$ cat config.mk
export PLATFORM = sky130hd
export DESIGN_NAME = tero_scan_ctrl
export DESIGN_NICKNAME = d
export VERILOG_FILES = /design/src/rtl/tero_scan_ctrl.sv
export SDC_FILE = /design/constraint.sdc
export NUM_CORES = 1
export LEC_CHECK = 0
export BUFFER_PORTS_ARGS = -buffer_cell sky130_fd_sc_hd__buf_2
export CAP_MARGIN = 20
export CORE_ASPECT_RATIO = 0.75
export CORE_MARGIN = 2
export CORE_UTILIZATION = 32
export CTS_BUF_LIST = sky130_fd_sc_hd__clkbuf_8
export CTS_CLUSTER_DIAMETER = 200
export DETAILED_ROUTE_END_ITERATION = 10
export SLEW_MARGIN = 20
export SYNTH_ARGS = -nofsm -noshare
export SYNTH_HDL_FRONTEND = slang
export SYNTH_SLANG_ARGS = --single-unit
export TNS_END_PERCENT = 5
$ cat constraint.sdc
create_clock -name clk -period 2.9 [get_ports clk]
set_input_delay 0.87 -clock clk [delete_from_list [all_inputs] [get_ports clk]]
set_output_delay 0.87 -clock clk [all_outputs]
set_load 0.01 [all_outputs]
$ cat src/rtl/tero_scan_ctrl.sv
// TERO-loop PUF scan sequencer. It walks every loop in challenge-rotated pair order,
// counts each loop over a fixed window, and turns the pairwise comparisons into a response word.
module tero_scan_ctrl #(
  parameter int NUM_LOOPS      = 32,
  parameter int CHALLENGE_BITS = 4,
  parameter int CNT_WIDTH      = 16,
  parameter int SETTLE_CYCLES  = 4,
  parameter int WINDOW_CYCLES  = 1024
) (
  input  logic                         clk,
  input  logic                         reset_n,
  input  logic                         start,
  input  logic [CHALLENGE_BITS-1:0]    challenge_in,
  input  logic [CNT_WIDTH-1:0]         cnt_value,
  output logic [$clog2(NUM_LOOPS)-1:0] tero_sel,
  output logic                         tero_en,
  output logic                         cnt_clear,
  output logic                         busy,
  output logic                         done,
  output logic [NUM_LOOPS/2-1:0]       response
);

  localparam int SELW   = $clog2(NUM_LOOPS);
  localparam int HALF   = NUM_LOOPS / 2;
  localparam int CYCMAX = (SETTLE_CYCLES > WINDOW_CYCLES) ? SETTLE_CYCLES : WINDOW_CYCLES;
  localparam int CYCW   = $clog2(CYCMAX + 1);

  localparam logic [CYCW-1:0] SETTLE_LAST = CYCW'(SETTLE_CYCLES - 1);
  localparam logic [CYCW-1:0] WINDOW_LAST = CYCW'(WINDOW_CYCLES - 1);
  localparam logic [SELW-1:0] STEP_LAST   = SELW'(NUM_LOOPS - 1);
  localparam logic [SELW:0]   NL          = (SELW+1)'(NUM_LOOPS);

  typedef enum logic [2:0] {
    S_IDLE,
    S_SELECT,
    S_MEASURE,
    S_CAPTURE,
    S_DONE
  } state_e;

  state_e                    state_q, state_d;
  logic [CHALLENGE_BITS-1:0] chal_q, chal_d;
  logic [SELW-1:0]           step_q, step_d;
  logic [CYCW-1:0]           cyc_q, cyc_d;
  logic [CNT_WIDTH-1:0]      cnt_a_q, cnt_a_d;
  logic [HALF-1:0]           shadow_q, shadow_d;
  logic [SELW-1:0]           sel_q, sel_d;
  logic                      en_q, en_d;
  logic                      clr_q, clr_d;
  logic                      busy_q, busy_d;
  logic                      done_q, done_d;
  logic [HALF-1:0]           resp_q, resp_d;

  logic [SELW-1:0]           off_w;
  logic [SELW:0]             sum_w;

  always_comb begin
    state_d  = state_q;
    chal_d   = chal_q;
    step_d   = step_q;
    cyc_d    = cyc_q;
    cnt_a_d  = cnt_a_q;
    shadow_d = shadow_q;

    case (state_q)
      S_IDLE: begin
        if (start) begin
          state_d = S_SELECT;
          chal_d  = challenge_in;
          step_d  = '0;
          cyc_d   = '0;
        end
      end
      S_SELECT: begin
        if (cyc_q == SETTLE_LAST) begin
          state_d = S_MEASURE;
          cyc_d   = '0;
        end else begin
          cyc_d = cyc_q + CYCW'(1);
        end
      end
      S_MEASURE: begin
        if (cyc_q == WINDOW_LAST) begin
          state_d = S_CAPTURE;
          cyc_d   = '0;
        end else begin
          cyc_d = cyc_q + CYCW'(1);
        end
      end
      S_CAPTURE: begin
        // Even step holds the first loop of a pair; odd step resolves the pair bit.
        if (!step_q[0]) cnt_a_d = cnt_value;
        else            shadow_d[step_q[SELW-1:1]] = (cnt_a_q > cnt_value);
        if (step_q == STEP_LAST) begin
          state_d = S_DONE;
        end else begin
          state_d = S_SELECT;
          step_d  = step_q + SELW'(1);
        end
      end
      S_DONE:  state_d = S_IDLE;
      default: state_d = S_IDLE;
    endcase
  end

  // Loop index = (2*off + step) mod NUM_LOOPS; the sum stays below 2*NUM_LOOPS,
  // so one conditional subtract wraps it for any even loop count.
  always_comb begin
    off_w = SELW'(32'(chal_d) % HALF);
    sum_w = {off_w, 1'b0} + {1'b0, step_d};
    if (sum_w >= NL) sum_w = sum_w - NL;
  end

  // Outputs are registered decodes of the next state, so they change cleanly on the edge.
  always_comb begin
    sel_d  = sel_q;
    resp_d = resp_q;
    if (state_d == S_SELECT && state_q != S_SELECT) sel_d = sum_w[SELW-1:0];
    if (state_d == S_DONE) resp_d = shadow_d;
    en_d   = (state_d == S_MEASURE);
    clr_d  = (state_d == S_SELECT);
    busy_d = (state_d != S_IDLE);
    done_d = (state_d == S_DONE);
  end

  always_ff @(posedge clk or negedge reset_n) begin
    if (!reset_n) begin
      state_q  <= S_IDLE;
      chal_q   <= '0;
      step_q   <= '0;
      cyc_q    <= '0;
      cnt_a_q  <= '0;
      shadow_q <= '0;
      sel_q    <= '0;
      en_q     <= 1'b0;
      clr_q    <= 1'b0;
      busy_q   <= 1'b0;
      done_q   <= 1'b0;
      resp_q   <= '0;
    end else begin
      state_q  <= state_d;
      chal_q   <= chal_d;
      step_q   <= step_d;
      cyc_q    <= cyc_d;
      cnt_a_q  <= cnt_a_d;
      shadow_q <= shadow_d;
      sel_q    <= sel_d;
      en_q     <= en_d;
      clr_q    <= clr_d;
      busy_q   <= busy_d;
      done_q   <= done_d;
      resp_q   <= resp_d;
    end
  end

  assign tero_sel  = sel_q;
  assign tero_en   = en_q;
  assign cnt_clear = clr_q;
  assign busy      = busy_q;
  assign done      = done_q;
  assign response  = resp_q;

endmodule

==> flow_summary.yaml, run 1 <==
clocking:
  cts_buffer_depth: 2
  cts_sinks: 80
  hold_buffers: 0
  cts-resized-gates: 0
  insertion_delay_ns: 0.36
  post_cts_buffers: 0
  htree_levels: 3
  cts-buffers-inserted: 9
  clock-root-buffer: "clkbuf_8"
  cts_tree: "done"
  path_clk_slew_ns: 0.08
place:
  dp_hpwl_um: 5620
  gp_congestion: 0.770
  numPortBuffers: 47
  dp_slack_ns: 0.0274
synth:
  synth_edf_count: 0
  ys.flop_type: "dfrtp_1"
  ys_seq_elements: 80
  synth_largest_area_cell: "dfrtp_1"
  syn-num-nets: 417
  synthTopCellsByArea: "dfrtp_1 51%, ha_1 6.7%, o21ai_0 5.5%, mux2_2 5.2%, nand2_1 3.8%"
  syn_inst: 372
  synth_top_area_share: 0.510
  netlist_area_um2: 3930
  yosys_warnings: 0
  synth_sequential_area_ratio: 0.510
  ys_types: 54
  ys_top_cells_by_count: "80 x dfrtp_1, 43 x o21ai_0, 40 x nand2_1, 22 x inv_1, 21 x ha_1"
  syn_avg_cell_area_um2: 10.6
  yosys.cell_count.top_type: "dfrtp_1"
  synthArstFlopShare: 1.00
die:
  start_util: 0.333
  die-area_um2: 13200
  core-area_um2: 11800
  ios: 48
  fp.dieH_um: 99.9
  die_x_um: 132
  fp-row-count: 34
outcome:
  outcome: "finished clean"
critical_path:
  required_ns: 3.17
  start_kind: "flop"
  crit_arrival_ns: 2.81
  path_class: "flop to flop"
  worstPathMaxFanout: 8
  cp-end-kind: "flop"
final_layout:
  areaGrowthSynthToFinish_pct: 16.4
  antenna_cells: 0
  fillers: 1172
  finalNetCount: 468
  seqCellArea_um2: 2000
  drive_gt1_frac: 0.244
  multi_input_area_um2: 1750
hold_path:
  hold_path.class: "flop to flop"
job:
  maxCapViolCount: 0
power:
  cellPowerDensity_nw_per_um2: 430
  max-vdd-ir-drop_mv: 0.176
  power_leakage_nw: 2.14
timing:
  finalMaxSlewViolations: 0
  period_minus_slack_ns: 2.54
  fmax_ghz: 0.393
  worst_slew_pin_slew_ns: 0.562
  setup_slack_ns: 0.357
  hold_violations: 0
  fin_crit_sh: 0.877
  rsz0062_at_grt: "false"
  fin_skew_ns: 0.0165
  tns_ns: 0
  setup_viol: 0
  slew_headroom: 0.625
detailed_routing:
  wire_per_inst_um: 13.6
  vias_per_cell: 4.91
  drc_errors: 0
  vias: 2894
  routed_wl_um: 8010
  first_pass_iters: 4
  ant_nets: 0
  drt-initial-drc-count: 204
global_routing:
  grt_max_degree: 44
  first_global_vias: 2822
  grt_overflow_total: 0
  grt_pass1_wl_um: 13800
  antenna_found_initial: 0
  grtUsageTotal: 0.130
==> per-layer routing <==
metal  vias to the layer above  track usage  wire, um
met4                         0       0.0401        89
li1                       1452            -         -
met2                        58        0.199      3620
met3                        10       0.0424       341
met1                      1374        0.175      3960
met5                         -            0         0
==> logic make-up (layout without fill, tap and decap cells) <==
family,Yosys count,after routing,synth area share
XOR/XNOR,4,4,0.00893
multiplexers,22,22,0.0631
flip-flops,80,80,0.510
AO/OA/AOI/OAI,100,100,0.162
AND/OR/NAND/NOR,103,103,0.140
adder cells (fa/ha/maj),22,22,0.0720
buffers and inverters,41,96,0.0440
==> power breakdown <==
part	internal, W	total, W	leakage [nW]	switching (W)
combinational	0.0000321	0.0000815	1.09	0.0000494
clock	0.000354	0.000761	0.0878	0.000406
sequential	0.00112	0.00112	0.958	0.00000368
==> worst paths after layout <==
path | from | slack (ns) | to | cells past startpoint
max | step_q[0] | 0.36 | tero_sel[4] | 11
min | response[11] | 0.47 | response[11] | 2
max reg2reg | step_q[0] | 0.36 | tero_sel[4] | 11
min reg2reg | response[11] | 0.47 | response[11] | 2
max in group asynchronous | reset_n | 1.79 | cyc_q[8] | 2
min in group asynchronous | reset_n | 0.50 | response[4] | 1
==> cells in the final DEF (no fill, tap or decap), types with 4 or more instances in the layout <==
cell / instances
dfrtp_1: 80
buf_2: 46
o21ai_0: 42
nand2_1: 40
inv_1: 22
ha_1: 21
mux2_2: 18
a21oi_1: 17
o41ai_1: 16
nor2_1: 13
clkbuf_8: 11
buf_4: 11
nor3_1: 7
nand3_1: 7
a21o_1: 7
nand3b_1: 5
nand4_1: 5
or3_1: 4
==> critical path: stages, from the launching register on <==
cell and delay (ns):
dfrtp_1 0.46, ha_1 0.29, and4_1 0.25, nand2_1 0.14, o21ai_1 0.10, a22o_1 0.26
ha_1 0.20, a21o_1 0.16, a21oi_1 0.18, xnor2_1 0.15, nor2_1 0.06, o31ai_1 0.21
==> cell type report <==
type	count	area share
clock inverters	4	0.00630
well taps	162	0.0443
multi-input cells	251	0.383
clock buffers	11	0.0331
inverters	22	0.0181
repair buffers	59	0.0772
flip-flops and latches	80	0.438
==> stage by stage <==
| stage | area (um^2) | total power (W) | utilization | cells | hold slack [ns] |
|---|---|---|---|---|---|
| finish | 4570 | 0.00196 | 0.388 | 589 | 0.475 |
| global route | 4570 | 0.00207 | 0.388 | 589 | 0.498 |
| CTS | 4570 | 0.00200 | 0.388 | 589 | 0.485 |
| detailed placement | 4390 | 0.00123 | 0.373 | 574 | 0.465 |
| global placement | 4390 | 0.00123 | 0.373 | 574 | 0.457 |
| floorplan | 3930 | 0.00117 | - | 372 | 0.470 |
==> sequential cells by signal, indices dropped and copies added (netlist names) <==
register / flops
done: 1
busy: 1
chal_q: 4
response: 16
tero_en: 1
tero_sel: 5
cnt_clear: 1
step_q: 5
cyc_q: 11
state_q: 3
shadow_q: 16
cnt_a_q: 16
Power figures use the tool's default switching activity.
==> inputs of run 2 (changes only) <==
--- a/config.mk
+++ b/config.mk
@@ -9,10 +9,11 @@
 export CAP_MARGIN = 20
 export CORE_ASPECT_RATIO = 0.75
 export CORE_MARGIN = 2
-export CORE_UTILIZATION = 32
+export CORE_UTILIZATION = 50
 export CTS_BUF_LIST = sky130_fd_sc_hd__clkbuf_8
 export CTS_CLUSTER_DIAMETER = 200
 export DETAILED_ROUTE_END_ITERATION = 10
+export PLACE_DENSITY = 0.73
 export SLEW_MARGIN = 20
 export SYNTH_ARGS = -nofsm -noshare
 export SYNTH_HDL_FRONTEND = slang
==> run 2 against run 1 <==
Effect of this change:
- clock skew down 0.0045 ns
- register-to-register slack worse by 0.07 ns
- sequential power about the same
- critical path depth down 2
- routed wire length down 6.2%
- critical endpoint unchanged
==> flow_summary.yaml, run 2 (synthesis results as in run 1) <==
detailed_routing:
  routed_wl_um: 7510
  wire_per_inst_um: 14.3
  ant_nets: 0
  met3_length_um: 480
  vias: 2909
  top_layer: "met4"
  drc_errors: 0
  vias_per_cell: 5.52
  first_pass_iters: 4
  route.met2.wl_um: 3420
  drt-initial-drc-count: 121
  drt-met1-wl_um: 3550
timing:
  tns_ns: 0
  setup_viol: 0
  slew_headroom: 0.639
  hold_violations: 0
  worst_slew_pin_slew_ns: 0.542
  finalMaxSlewViolations: 0
  period_minus_slack_ns: 2.62
  fmax_ghz: 0.382
  setup_slack_ns: 0.285
  fin_crit_sh: 0.902
  hold_ws_ns: 0.476
  fin_skew_ns: 0.0120
  rsz0062_at_grt: "false"
die:
  die-area_um2: 8580
  start_util: 0.526
  die_x_um: 106
  ios: 48
  core-area_um2: 7470
  fp-row-count: 27
  fp.dieH_um: 80.7
power:
  power_leakage_nw: 2.17
  max-vdd-ir-drop_mv: 0.300
  cellPowerDensity_nw_per_um2: 483
critical_path:
  crit_arrival_ns: 2.88
  start_kind: "flop"
  worstPathMaxFanout: 10
  path_class: "flop to flop"
  cp-end-kind: "flop"
  r2r_slack_ns: 0.28
  required_ns: 3.17
final_layout:
  multi_input_area_um2: 1750
  seqCellArea_um2: 2000
  areaGrowthSynthToFinish_pct: 15.8
  fin_cells: 527
  finalInstanceArea_um2: 4550
  fillers: 662
  final_cell_mix: "80 x dfrtp_1, 46 x buf_2, 42 x o21ai_0, 40 x nand2_1, 22 x inv_1"
  final_common_cell: "dfrtp_1"
  finalNetCount: 467
  drive_gt1_frac: 0.242
  antenna_cells: 0
global_routing:
  grt_max_degree: 43
  first_global_vias: 2801
  grtUsageTotal: 0.191
  grt_overflow_total: 0
  grt_pass1_wl_um: 13000
  antenna_found_initial: 0
clocking:
  post_cts_buffers: 0
  cts-buffers-inserted: 9
  cts-resized-gates: 0
  cts_tree: "done"
  cts_sinks: 80
  path_clk_slew_ns: 0.09
  insertion_delay_ns: 0.36
  cts_buffer_depth: 2
  htree_levels: 3
  clock-root-buffer: "clkbuf_8"
  hold_buffers: 0
place:
  dp_hpwl_um: 5290
  dp.cells: 512
  dp_slack_ns: -0.0439
  dpl-instance-area_um2: 4310
  numPortBuffers: 47
  gp_congestion: 0.789
outcome:
  outcome: "finished clean"
job:
  maxCapViolCount: 0
hold_path:
  hold_path.class: "flop to flop"
run 2: power breakdown:
part,switching [W],internal (W),leakage [nW],total [W]
Combinational,0.0000481,0.0000313,1.09,0.0000795
Clock,0.000419,0.000575,0.120,0.000993
Sequential,0.00000368,0.00112,0.958,0.00112
Total,0.000471,0.00172,2.17,0.00219
run 2: worst paths after layout:
kind                             start          end  depth (start not counted)
max in group asynchronous      reset_n     cyc_q[8]                          2
hold / removal             response[5]  response[5]                          2
setup / recovery            state_q[2]  tero_sel[4]                          9
setup reg to reg            state_q[2]  tero_sel[4]                          9
hold reg to reg            response[5]  response[5]                          2
min in group asynchronous      reset_n  response[9]                          1
run 2: through the flow:
step            util  power (W)
5_1_grt        0.609    0.00228
6_report       0.609    0.00219
3_3_place_gp   0.577    0.00122
3_5_place_dp   0.577    0.00123
4_1_cts        0.609    0.00222
2_1_floorplan      -    0.00117
run 2: final cells by class:
type,instances,share of cell area
Clock buffer,9,0.0272
Clock inverter,6,0.0256
Inverter,22,0.0182
Multi-Input combinational cell,251,0.385
Sequential cell,80,0.440
Tap cell,101,0.0278
Timing Repair Buffer,58,0.0759
run 2: critical path: stages (launching register included):
cell,delay (ns)
dfrtp_1,0.52
and3b_1,0.44
a21oi_1,0.12
nor3_1,0.33
ha_1,0.31
a21o_1,0.18
a21oi_1,0.18
xnor2_1,0.10
and2_0,0.15
o31ai_1,0.21
run 2: metal layers:
metal / vias to the layer above / GRT usage
li1: 1453 / -
met1: 1382 / 0.244
met2: 67 / 0.318
met3: 7 / 0.0602
met4: 0 / 0.0553
met5: - / 0
==> inputs of run 3 (changes only) <==
--- a/config.mk
+++ b/config.mk
@@ -5,7 +5,7 @@
 export SDC_FILE = /design/constraint.sdc
 export NUM_CORES = 1
 export LEC_CHECK = 0
-export BUFFER_PORTS_ARGS = -buffer_cell sky130_fd_sc_hd__buf_2
+export BUFFER_PORTS_ARGS = -buffer_cell sky130_fd_sc_hd__buf_4
 export CAP_MARGIN = 20
 export CORE_ASPECT_RATIO = 0.75
 export CORE_MARGIN = 2
==> run 3 against run 2 <==
Effect of this change:
- routed wire length is 3.2% higher
- core utilization is 0.89 points higher
- fmax is 3.4% higher
- worst setup slack better by 0.086 ns
- critical path type unchanged
- highest routed layer unchanged
==> flow_summary.yaml, run 3 (synthesis results as in run 1) <==
final_layout:
  final_cell_mix: "80 x dfrtp_1, 59 x buf_4, 42 x o21ai_0, 40 x nand2_1, 22 x inv_1"
  drive_gt1_frac: 0.247
  areaGrowthSynthToFinish_pct: 17.5
  antenna_cells: 0
  final_common_cell: "dfrtp_1"
  finalInstanceArea_um2: 4610
  finalNetCount: 469
die:
  start_util: 0.526
  die-area_um2: 8580
  core-area_um2: 7470
  die_x_um: 106
  fp-row-count: 27
  ios: 48
  fp.dieH_um: 80.7
global_routing:
  grt_util_met2: 0.318
  grtUsageMet1: 0.268
  grt.met3_usage: 0.0514
  antenna_found_initial: 0
  grt_max_degree: 44
  first_global_vias: 2851
  grt_overflow_total: 0
  grtUsageTotal: 0.199
  top_usage_layer: "met2"
  grt_pass1_wl_um: 13500
detailed_routing:
  vias: 2924
  first_pass_iters: 4
  wire_per_inst_um: 14.6
  ant_nets: 0
  drt-initial-drc-count: 130
  routed_wl_um: 7750
  drc_errors: 0
  vias_per_cell: 5.52
clocking:
  clock-root-buffer: "clkbuf_8"
  cts_tree: "done"
  cts_buffer_depth: 2
  path_clk_slew_ns: 0.09
  cts-buffers-inserted: 9
  post_cts_buffers: 0
  cts_sinks: 80
  cts-resized-gates: 0
  insertion_delay_ns: 0.36
  hold_buffers: 0
  htree_levels: 3
timing:
  fin_skew_ns: 0.0139
  tns_ns: 0
  finalMaxSlewViolations: 0
  hold_violations: 0
  slew_headroom: 0.630
  setup_viol: 0
  rsz0062_at_grt: "false"
  fin_crit_sh: 0.872
  setup_slack_ns: 0.371
  period_minus_slack_ns: 2.53
  worst_slew_pin_slew_ns: 0.549
  fmax_ghz: 0.395
critical_path:
  reg2reg_depth: 9
  crit_arrival_ns: 2.81
  path_cells: "and3b_1 -> a21oi_1 -> nor3_1 -> ha_1 -> a21o_1 -> a21oi_1 -> xnor2_1 -> and2_0 -> o31ai_1"
  cp_common_cell: "a21oi_1"
  critPathSlowestCell: "dfrtp_1"
  path_class: "flop to flop"
  slowest_delay_ns: 0.51
  cp-end-kind: "flop"
  required_ns: 3.18
  start_kind: "flop"
  r2r_slack_ns: 0.37
  worstPathMaxFanout: 10
power:
  max-vdd-ir-drop_mv: 0.273
  cellPowerDensity_nw_per_um2: 431
  power_leakage_nw: 2.17
  power_w: 0.00199
hold_path:
  hold_path.class: "input port to async pin"
place:
  dp_slack_ns: 0.00153
  dpl-instance-area_um2: 4420
  dp_hpwl_um: 5490
  numPortBuffers: 47
  gp_congestion: 0.846
job:
  maxCapViolCount: 0
outcome:
  outcome: "finished clean"
## run 3: changes by cell type in the layout (fill, tap and decap cells not counted), sizes merged
cell      before  now
clkinv         1    3
buf           58   60
clkinvlp       0    1
bufinv         3    0
clkbuf         9   10
## run 3: critical path, delay by kind of cell (launching register included)
kind / cells / cell delay [ns]
simple gates: 3 / 0.89
flops: 1 / 0.51
fa+ha+maj: 1 / 0.30
compound gates: 4 / 0.65
xor+xnor: 1 / 0.09
## run 3: power breakdown
part / internal (W) / total [W] / leakage, nW / switching, W
Clock: 0.000344 / 0.000776 / 0.0935 / 0.000432
Sequential: 0.00112 / 0.00112 / 0.958 / 0.00000391
Combinational: 0.0000388 / 0.0000877 / 1.12 / 0.0000488
## run 3: metal layers
layer / vias up / wire [um]
li1: 1451 / -
met5: - / 0
met2: 73 / 3570
met3: 8 / 396
met4: 0 / 103
met1: 1392 / 3680
## run 3: through the flow
step            util  hold slack, ns  std cells
2_1_floorplan      -           0.470        372
3_3_place_gp   0.593           0.464        514
3_5_place_dp   0.593           0.471        514
4_1_cts        0.618           0.492        530
5_1_grt        0.618           0.510        530
6_report       0.618           0.483        530
## run 3: worst paths after layout
path	end	from
min in group clk	tero_sel[3]	tero_sel[3]
setup / recovery	tero_sel[4]	state_q[2]
setup reg to reg	tero_sel[4]	state_q[2]
hold reg to reg	tero_sel[3]	tero_sel[3]
max in group asynchronous	cyc_q[1]	reset_n
hold / removal	response[9]	reset_n
## run 3: final cells by class
| class | instances | area (um^2) |
|---|---|---|
| multi-input cells | 251 | 1750 |
| clock buffers | 10 | 138 |
| clock inverters | 6 | 51.3 |
| flip-flops and latches | 80 | 2000 |
| fillers | 639 | 2850 |
| repair buffers | 60 | 463 |
| inverters | 22 | 82.6 |
| well taps | 101 | 126 |
